===== config.mk =====
export PLATFORM = sky130hd
export DESIGN_NAME = mole_round_scheduler
export DESIGN_NICKNAME = d
export VERILOG_FILES = /design/src/rtl/mole_round_scheduler.sv
export SDC_FILE = /design/constraint.sdc
export NUM_CORES = 1
export LEC_CHECK = 0
export BUFFER_PORTS_ARGS = -buffer_cell sky130_fd_sc_hd__clkbuf_2
export CORE_ASPECT_RATIO = 1.2
export CORE_MARGIN = 1.5
export CORE_UTILIZATION = 59
export DETAILED_ROUTE_END_ITERATION = 8
export GPL_TIMING_DRIVEN = 0
export PLACE_DENSITY_LB_ADDON = 0.12
export SYNTH_ARGS = -nofsm -noshare
export SYNTH_HDL_FRONTEND = slang
export SYNTH_SLANG_ARGS = --single-unit
export TNS_END_PERCENT = 1

===== constraint.sdc =====
create_clock -name clock -period 3.03 [get_ports clock]
set_input_delay 0.1515 -clock clock [delete_from_list [all_inputs] [get_ports clock]]
set_output_delay 0.1515 -clock clock [all_outputs]
set_load 0.02 [all_outputs]

===== src/rtl/mole_round_scheduler.sv =====
// Whack-a-mole appearance sequencer: fetches a random hole, shows it for a timed
// window, resolves hit/miss, then holds a blank gap. Each hit shortens the window.
//
// state | meaning
// IDLE  | game not running, outputs quiet, counters held for readout
// REQ   | rand_req high, waiting for a legal position from the generator
// SHOW  | one mole visible, window down-counter running
// GAP   | blank interval before the next request
module mole_round_scheduler #(
  parameter int TICK_DIV     = 50000,
  parameter int UP_TIME_INIT = 1000,
  parameter int UP_TIME_MIN  = 200,
  parameter int UP_TIME_STEP = 50,
  parameter int GAP_TIME     = 250
) (
  input  logic        clock,
  input  logic        reset,
  input  logic        enable,
  output logic        rand_req,
  input  logic        rand_valid,
  input  logic [2:0]  rand_mole,
  input  logic        whack_valid,
  input  logic [2:0]  whack_idx,
  output logic [4:0]  moles_shown,
  output logic        hit_pulse,
  output logic        miss_pulse,
  output logic [7:0]  round_count,
  output logic [15:0] up_time_cur
);

  localparam int PRE_W = (TICK_DIV > 1) ? $clog2(TICK_DIV) : 1;
  localparam logic [PRE_W-1:0] PRE_LAST = PRE_W'(TICK_DIV - 1);
  localparam logic [PRE_W-1:0] PRE_ONE  = PRE_W'(1);
  localparam logic [15:0] UP_INIT    = 16'(UP_TIME_INIT);
  localparam logic [15:0] UP_MIN     = 16'(UP_TIME_MIN);
  localparam logic [15:0] UP_STEP    = 16'(UP_TIME_STEP);
  localparam logic [15:0] GAP_TICKS  = 16'(GAP_TIME);
  localparam logic [16:0] STEP_FLOOR = 17'(UP_TIME_MIN + UP_TIME_STEP);

  typedef enum logic [1:0] {IDLE, REQ, SHOW, GAP} stateT;

  stateT            state, nextState;
  logic [2:0]       idx, nextIdx;
  logic [PRE_W-1:0] preCnt, nextPre;
  logic [15:0]      timerCnt, nextTimer;
  logic             nextRandReq, nextHit, nextMiss;
  logic [4:0]       nextMoles;
  logic [7:0]       nextRound, roundInc;
  logic [15:0]      nextUp, upStepped;
  logic             tick, timerLast;

  assign tick      = (preCnt == PRE_LAST);
  assign timerLast = (timerCnt <= 16'd1);
  assign roundInc  = (round_count == 8'hFF) ? round_count : round_count + 8'd1;
  // Compare in 17 bits so the subtraction below can never wrap.
  assign upStepped = ({1'b0, up_time_cur} >= STEP_FLOOR) ? up_time_cur - UP_STEP : UP_MIN;

  always_ff @(posedge clock or posedge reset) begin
    if (reset) begin
      state       <= IDLE;
      idx         <= 3'd0;
      preCnt      <= '0;
      timerCnt    <= 16'd0;
      rand_req    <= 1'b0;
      moles_shown <= 5'd0;
      hit_pulse   <= 1'b0;
      miss_pulse  <= 1'b0;
      round_count <= 8'd0;
      up_time_cur <= UP_INIT;
    end else begin
      state       <= nextState;
      idx         <= nextIdx;
      preCnt      <= nextPre;
      timerCnt    <= nextTimer;
      rand_req    <= nextRandReq;
      moles_shown <= nextMoles;
      hit_pulse   <= nextHit;
      miss_pulse  <= nextMiss;
      round_count <= nextRound;
      up_time_cur <= nextUp;
    end
  end

  always_comb begin
    nextState   = state;
    nextIdx     = idx;
    nextPre     = tick ? '0 : preCnt + PRE_ONE;
    nextTimer   = timerCnt;
    nextRandReq = 1'b0;
    nextMoles   = 5'd0;
    nextHit     = 1'b0;
    nextMiss    = 1'b0;
    nextRound   = round_count;
    nextUp      = up_time_cur;

    case (state)
      IDLE: begin
        nextPre = '0;
        if (enable) begin
          nextState   = REQ;
          nextRandReq = 1'b1;
          nextRound   = 8'd0;
          nextUp      = UP_INIT;
        end
      end
      REQ: begin
        nextPre     = '0;
        nextRandReq = 1'b1;
        if (rand_valid && (rand_mole <= 3'd4)) begin
          nextState   = SHOW;
          nextIdx     = rand_mole;
          nextRandReq = 1'b0;
          nextMoles   = 5'b00001 << rand_mole;
          nextTimer   = up_time_cur;
        end
      end
      SHOW: begin
        nextMoles = moles_shown;
        // A hit on the expiry cycle takes priority over the miss.
        if (whack_valid && (whack_idx == idx)) begin
          nextState = GAP;
          nextMoles = 5'd0;
          nextHit   = 1'b1;
          nextPre   = '0;
          nextTimer = GAP_TICKS;
          nextRound = roundInc;
          nextUp    = upStepped;
        end else if (tick) begin
          if (timerLast) begin
            nextState = GAP;
            nextMoles = 5'd0;
            nextMiss  = 1'b1;
            nextPre   = '0;
            nextTimer = GAP_TICKS;
            nextRound = roundInc;
          end else begin
            nextTimer = timerCnt - 16'd1;
          end
        end
      end
      GAP: begin
        if (tick) begin
          if (timerLast) begin
            nextState   = REQ;
            nextRandReq = 1'b1;
            nextPre     = '0;
          end else begin
            nextTimer = timerCnt - 16'd1;
          end
        end
      end
      default: nextState = IDLE;
    endcase

    // Leaving INGAME drops any pending outcome but keeps score and window for readout.
    if (!enable) begin
      nextState   = IDLE;
      nextRandReq = 1'b0;
      nextMoles   = 5'd0;
      nextHit     = 1'b0;
      nextMiss    = 1'b0;
      nextPre     = '0;
      nextRound   = round_count;
      nextUp      = up_time_cur;
    end
  end

endmodule

=== Yosys cells after proc, flatten, opt, wreduce, memory -nomap -nowiden ===
Cells that the tools add are included.

* RAM bits: 0
* Output and inout port bits: 32
* Register bits after elaboration: 69
* Bits in read-only memories: 0
* Input port bits: 11
* Latch bits: 0
* Memories: 0

* Reductions and logical operators: 12
* Div/mod/pow operators: 0
* Magnitude comparators: 3
* Add/subtract/negate cells: 4
* Multiply operators: 0
* Mux-type cells: 46
* Bitwise logic cells: 0
* Shifts and indexed selects: 1
* Eq/ne operators: 17

{| class="wikitable"
|+ Operators with widths
! kind !! count
|-
| two-way mux 16 bit || 13
|-
| case mux 16 bit (3 select lines) || 2
|-
| two-way mux 8 bit || 4
|-
| case mux 16 bit (2 select lines) || 1
|-
| two-way mux 5 bit || 5
|-
| adder 16 x 1 -> 16 bit (second input constant) || 1
|-
| equality test 16 bit (second input constant) || 1
|-
| greater-or-equal comparator 16 x 8 -> 1 bit (second input constant) || 1
|-
| less-or-equal comparator 16 x 1 -> 1 bit (second input constant) || 1
|-
| case mux 8 bit (2 select lines) || 1
|-
| subtractor 16 x 1 -> 16 bit (second input constant) || 1
|-
| subtractor 16 x 6 -> 16 bit (second input constant) || 1
|-
| inequality test 3 bit (second input constant) || 5
|-
| two-way mux 2 bit || 7
|-
| two-way mux 1 bit || 10
|-
| case mux 5 bit (2 select lines) || 1
|-
| AND reduction 5 bit || 2
|-
| adder 8 x 1 -> 8 bit (second input constant) || 1
|-
| equality test 8 bit (second input constant) || 1
|-
| inequality test 2 bit (second input constant) || 4
|-
| inequality test 4 bit (second input constant) || 2
|-
| case mux 2 bit (4 select lines) || 1
|-
| << shifter 1 x 3 -> 5 bit (first input constant) || 1
|-
| equality test 2 bit (second input constant) || 2
|-
| 12 further kinds || 14
|}

=== Logic depth before layout (Yosys ltp) ===
* Depth in word-level cells: 7
* Gate-level depth with buffers: 10

=== Least setup slack after synthesis ===
Ideal clock, no wire load.

* Path type: register to register
* Start point: register preCnt[4]
* End point: register timerCnt[7]
* Period minus slack after synthesis: 2.471 ns
* Cell stages (with the launch flop): 7
* Arrival time: 2.350 ns
* Data required time: 2.909 ns
* Path slack: 0.559 ns
* Cells stage by stage: dfrtp_1 -> or4_4 -> or4_4 -> a211o_4 -> o22ai_4 -> nand2_1 -> a22o_1

* Cells in the longest elaborated chain, start to end: 3
* Elaborated cells between the ends (all ways): 4
* Those cells by class: eq/ne (3); reduce/logical (1)

{| class="wikitable"
|+ Ends and longest elaborated chain
! item !! RTL line !! RTL
|-
| start: declaration || 44 || <nowiki>logic [PRE_W-1:0] preCnt, nextPre;</nowiki>
|-
| start signal: assignment || 73 || <nowiki>preCnt <= nextPre;</nowiki>
|-
| equality test 16 bit (*) || 52 || <nowiki>assign tick = (preCnt == PRE_LAST);</nowiki>
|-
| inequality test 3 bit (no line) or inequality test 2 bit (tied branches) || n/a ||
|-
| AND reduction 5 bit (no line) (*) || n/a ||
|-
| end signal: assignment || 74 || <nowiki>timerCnt <= nextTimer;</nowiki>
|-
| end: declaration || 45 || <nowiki>logic [15:0] timerCnt, nextTimer;</nowiki>
|}

Every way passes the cells marked *; elsewhere a longest branch is shown, timed or not.
A chain may end at the register's enable or synchronous reset.

=== Worst setup path after layout ===
* Start point: register timerCnt[8]
* End point: register timerCnt[15]

* Cells in the longest elaborated chain, start to end: 5
* Elaborated cells between the ends (all ways): 10
* Those cells by class: add/sub (1); order compare (1); eq/ne (1); mux (6); reduce/logical (1)

{| class="wikitable"
|+ Ends and longest elaborated chain
! item !! RTL line !! RTL
|-
| subtractor 16 x 1 -> 16 bit or less-or-equal comparator 16 x 1 -> 1 bit (tied branches) || 137, 148, 53 ||
|-
| two-way mux 16 bit || 129 || <nowiki>if (timerLast) begin</nowiki>
|-
| two-way mux 16 bit || 128 || <nowiki>end else if (tick) begin</nowiki>
|-
| two-way mux 16 bit || 120 || <nowiki>if (whack_valid && (whack_idx == idx)) begin</nowiki>
|-
| case mux 16 bit (3 select lines) || 96 || <nowiki>case (state)</nowiki>
|}

Several ways; a longest one is shown, not always the timed one. The select of a mux whose other input is x is not followed.

==> metrics.cfg <==
[outcome]
outcome=completed

[logic_synthesis]
ys_warn_count=0
synth_nets=457
syn_area_mm2=0.00391
synth_area_per_cell_um2=8.98
syn-instance-count=436
synth_top_family_by_area=simple AND/OR/NAND/NOR gates
synth-simple-area-share_pct=24.6
ys_seq_elements=68
synth_compound_area_share_pct=20.2
synth-edff-count=0
synth_xor_area_share_pct=3.80
synth-async-reset-ratio_pct=100
synth_cell_types=66
yosys_most_used_dff=dfrtp_1
yosys.area_share.adder_pct=3.20
yosysSeqAreaShare_pct=43.7
synthMuxAreaShare_pct=1.02

[placement]
port_buffers=41
place_congestion=0.869
dp_hpwl_mm=6.47
place_inst=562

[cells_and_area]
antenna_cells=0
finalNonFillerCells=579
nets=510
areaGrowthSynthToFinish_pct=13.7
layout_common_cells=62 x dfrtp_1, 51 x nand2_1, 51 x nor2_1
final_layout_size_suffix_gt1_share_pct=17.4
final_common_cell=dfrtp_1

[clocking]
cts-buffers-inserted=9
clock_latency_ns=0.35
cts_root_buf=clkbuf_8
cts_max_path_buffers=2
cts_tree=done
cts.sinks=68
htreeDepth=3
clkTransAtPathRegs_ns=0.07

[worst_setup_path]
crit_type=flip-flop to flip-flop
slowest_stage=or4_1
reg2reg_depth=6
crit_end=timerCnt[15]
timing.rr.start=timerCnt[8]
cp.depth=6
cp_data_required_time_ns=3.26
critPathCaptureType=flip-flop
reg2reg_slack_ns=0.21
max_stage_delay_ns=0.64
arrival_ns=3.05
path_max_fanout=9
worstPathCellList=or4_1 > nor4_2 > a21boi_2 > nor2_1 > o21ai_0 > a32o_1
r2r-end=timerCnt[15]
worstSetupStartpoint=timerCnt[8]
cp_top_family=simple AND/OR/NAND/NOR gates
critPathBufInv=0
worstSetupStartpointType=flip-flop

[grt]
grt_overflow=0
grt_pass1_vias=3378
grt_pass1_wl_mm=15.5
grt_max_degree=69
antenna_found_initial=0
grt_usage_pct=27.6

[floorplanning]
die_h_um=92.2
start_util_pct=61.1
core_mm2=0.00641
io_pins=43
die_x_um=77.4
dieArea_mm2=0.00713
rows=32

[sta]
slew_viol_final=0
tightest_slew_ns=0.948
rsz0062_at_grt=no
clock_skew_ns=0.00937
finalCritPeriodShare_pct=92.9
setup_tns_ns=0
final.min_clock_period_ns=2.82
setup_viol=0
slew_headroom_pct=35.9
timing.fmax_ghz=0.355
hold_viol_final=0
whs_ns=0.0701

[power_and_ir_drop]
p_sw_share_pct=40.6
p_leak_nw=1.93
p_int_mw=1.96
total_power_mw=3.29
ir_drop_mv=0.425
comb_power_share_pct=38.9
powerDensity_mw_per_mm2=739
power_frac_seq_pct=37.8
power.net_switching_mw=1.34
pwr-share-clk_pct=23.3

[routing]
initialDrtViolationCount=283
wl_per_cell_um=15.7
dr.pass1.iters=5
drc_errors=0
wl_mm=9.11
via_count=3508
ant_nets=0
vias_per_cell=6.06

[worst_hold_path]
hold_class=input pin to flip-flop

[run]
maxCapViolCount=0

## state kept, by name, indices dropped and copies added (netlist names)
name,cells
hit_pulse,1
idx,3
miss_pulse,1
moles_shown,5
preCnt,16
rand_req,1
round_count,8
state,2
timerCnt,16
up_time_cur,15
## power by group through the flow
stage | Sequential (mW) | Clock, mW | Combinational, mW
after CTS | 1.24 | 0.778 | 1.26
after global routing | 1.26 | 0.811 | 1.42
after detailed placement | 1.25 | 0 | 1.25
after global placement | 1.24 | 0 | 1.21
after floorplan | 1.26 | 0 | 0.907
final | 1.24 | 0.768 | 1.28
## layer usage
| metal | share of wire, % | vias to the layer above | track usage, % |
|---|---|---|---|
| met5 | 0 | - | 0 |
| met3 | 3.3 | 21 | 3.38 |
| li1 | - | 1690 | - |
| met2 | 49 | 107 | 45.2 |
| met1 | 44 | 1690 | 34.9 |
| met4 | 3.0 | 0 | 15.9 |
## stage by stage
step	area (um^2)	setup slack, ns	utilization [%]
after floorplan	3910	0.559	-
after CTS	4440	0.148	69.4
after global placement	4230	0.0853	66.0
after global routing	4450	0.0671	69.5
final	4450	0.214	69.5
after detailed placement	4230	-0.0366	66.0
## cell usage after synthesis, types with 2 or more instances
| cell type | n | area share (%) |
|---|---|---|
| dfrtp_1 | 62 | 40 |
| nand2_1 | 51 | 4.9 |
| nor2_1 | 51 | 4.9 |
| o21ai_0 | 32 | 4.1 |
| a21oi_1 | 23 | 2.9 |
| nand3_1 | 21 | 2.7 |
| inv_1 | 16 | 1.5 |
| nor3_1 | 13 | 1.7 |
| clkbuf_1 | 11 | 1.1 |
| xor2_1 | 11 | 2.5 |
| ha_1 | 10 | 3.2 |
| a32o_1 | 9 | 2.3 |
| and3_1 | 8 | 1.3 |
| o31ai_1 | 8 | 1.5 |
| or3_1 | 8 | 1.3 |
| dfstp_2 | 6 | 4.0 |
| nand4_1 | 6 | 0.96 |
| or2_2 | 6 | 0.96 |
| xnor2_1 | 6 | 1.3 |
| nor2b_1 | 5 | 0.80 |
| mux2i_1 | 4 | 1.0 |
| o41ai_1 | 4 | 0.90 |
| a21o_1 | 3 | 0.58 |
| nand2b_1 | 3 | 0.48 |
| nor4_1 | 3 | 0.48 |
| o22ai_1 | 3 | 0.48 |
| a211oi_1 | 2 | 0.38 |
| a21boi_1 | 2 | 0.38 |
| a31o_2 | 2 | 0.45 |
| a31oi_1 | 2 | 0.32 |
| a41oi_1 | 2 | 0.45 |
| and4_1 | 2 | 0.45 |
| buf_1 | 2 | 0.19 |
| nand3b_1 | 2 | 0.38 |
| nand4b_1 | 2 | 0.45 |
| o211a_1 | 2 | 0.51 |
| o32ai_1 | 2 | 0.45 |
| or4_1 | 2 | 0.38 |
| or4_4 | 2 | 0.58 |
## worst min path at each step
stage	startpoint	to	slack, ns	depth (start not counted)
floorplan	rand_mole[1]	moles_shown[0]	0.25	1
global placement	rand_mole[1]	moles_shown[0]	0.43	2
detailed placement	reset	preCnt[2]	0.37	2
CTS	rand_mole[1]	moles_shown[0]	0.06	2
global route	rand_mole[1]	moles_shown[0]	0.08	2
finish	rand_mole[1]	moles_shown[0]	0.07	2
## worst register-to-register path, cell delays in order (launching register included)
cell and delay (ns):
dfrtp_1 0.42, or4_1 0.64, nor4_2 0.58, a21boi_2 0.24, nor2_1 0.40, o21ai_0 0.20, a32o_1 0.23
## final cells by class
cell class | instances | area [um^2]
Buffer | 15 | 71.3
Tap cell | 85 | 106
Fill cell | 533 | 1950
Inverter | 16 | 62.6
Sequential cell | 68 | 1710
Clock inverter | 4 | 47.5
Timing Repair Buffer | 42 | 215
Clock buffer | 12 | 155
Multi-Input combinational cell | 337 | 2080
## cells by family (layout without fill, tap and decap cells)
kind of cell / count (synthesis) / count (layout)
simple gates: 192 / 192
compound gates: 113 / 113
flops: 68 / 68
buf+inv: 31 / 89
xor+xnor: 17 / 17
fa+ha+maj: 10 / 10
mux: 4 / 4
other cells: 1 / 1
## what timing repair did
action | in CTS | in global routing
gates cloned | 0 | 0
gates resized for setup | 1 | 1
buffers inserted | 0 | 0
endpoints found under the setup margin | 1 | 3
hold buffers | 1 | 0
endpoints found under the hold margin | 11 | 0
(Power assumes the default switching activity.)
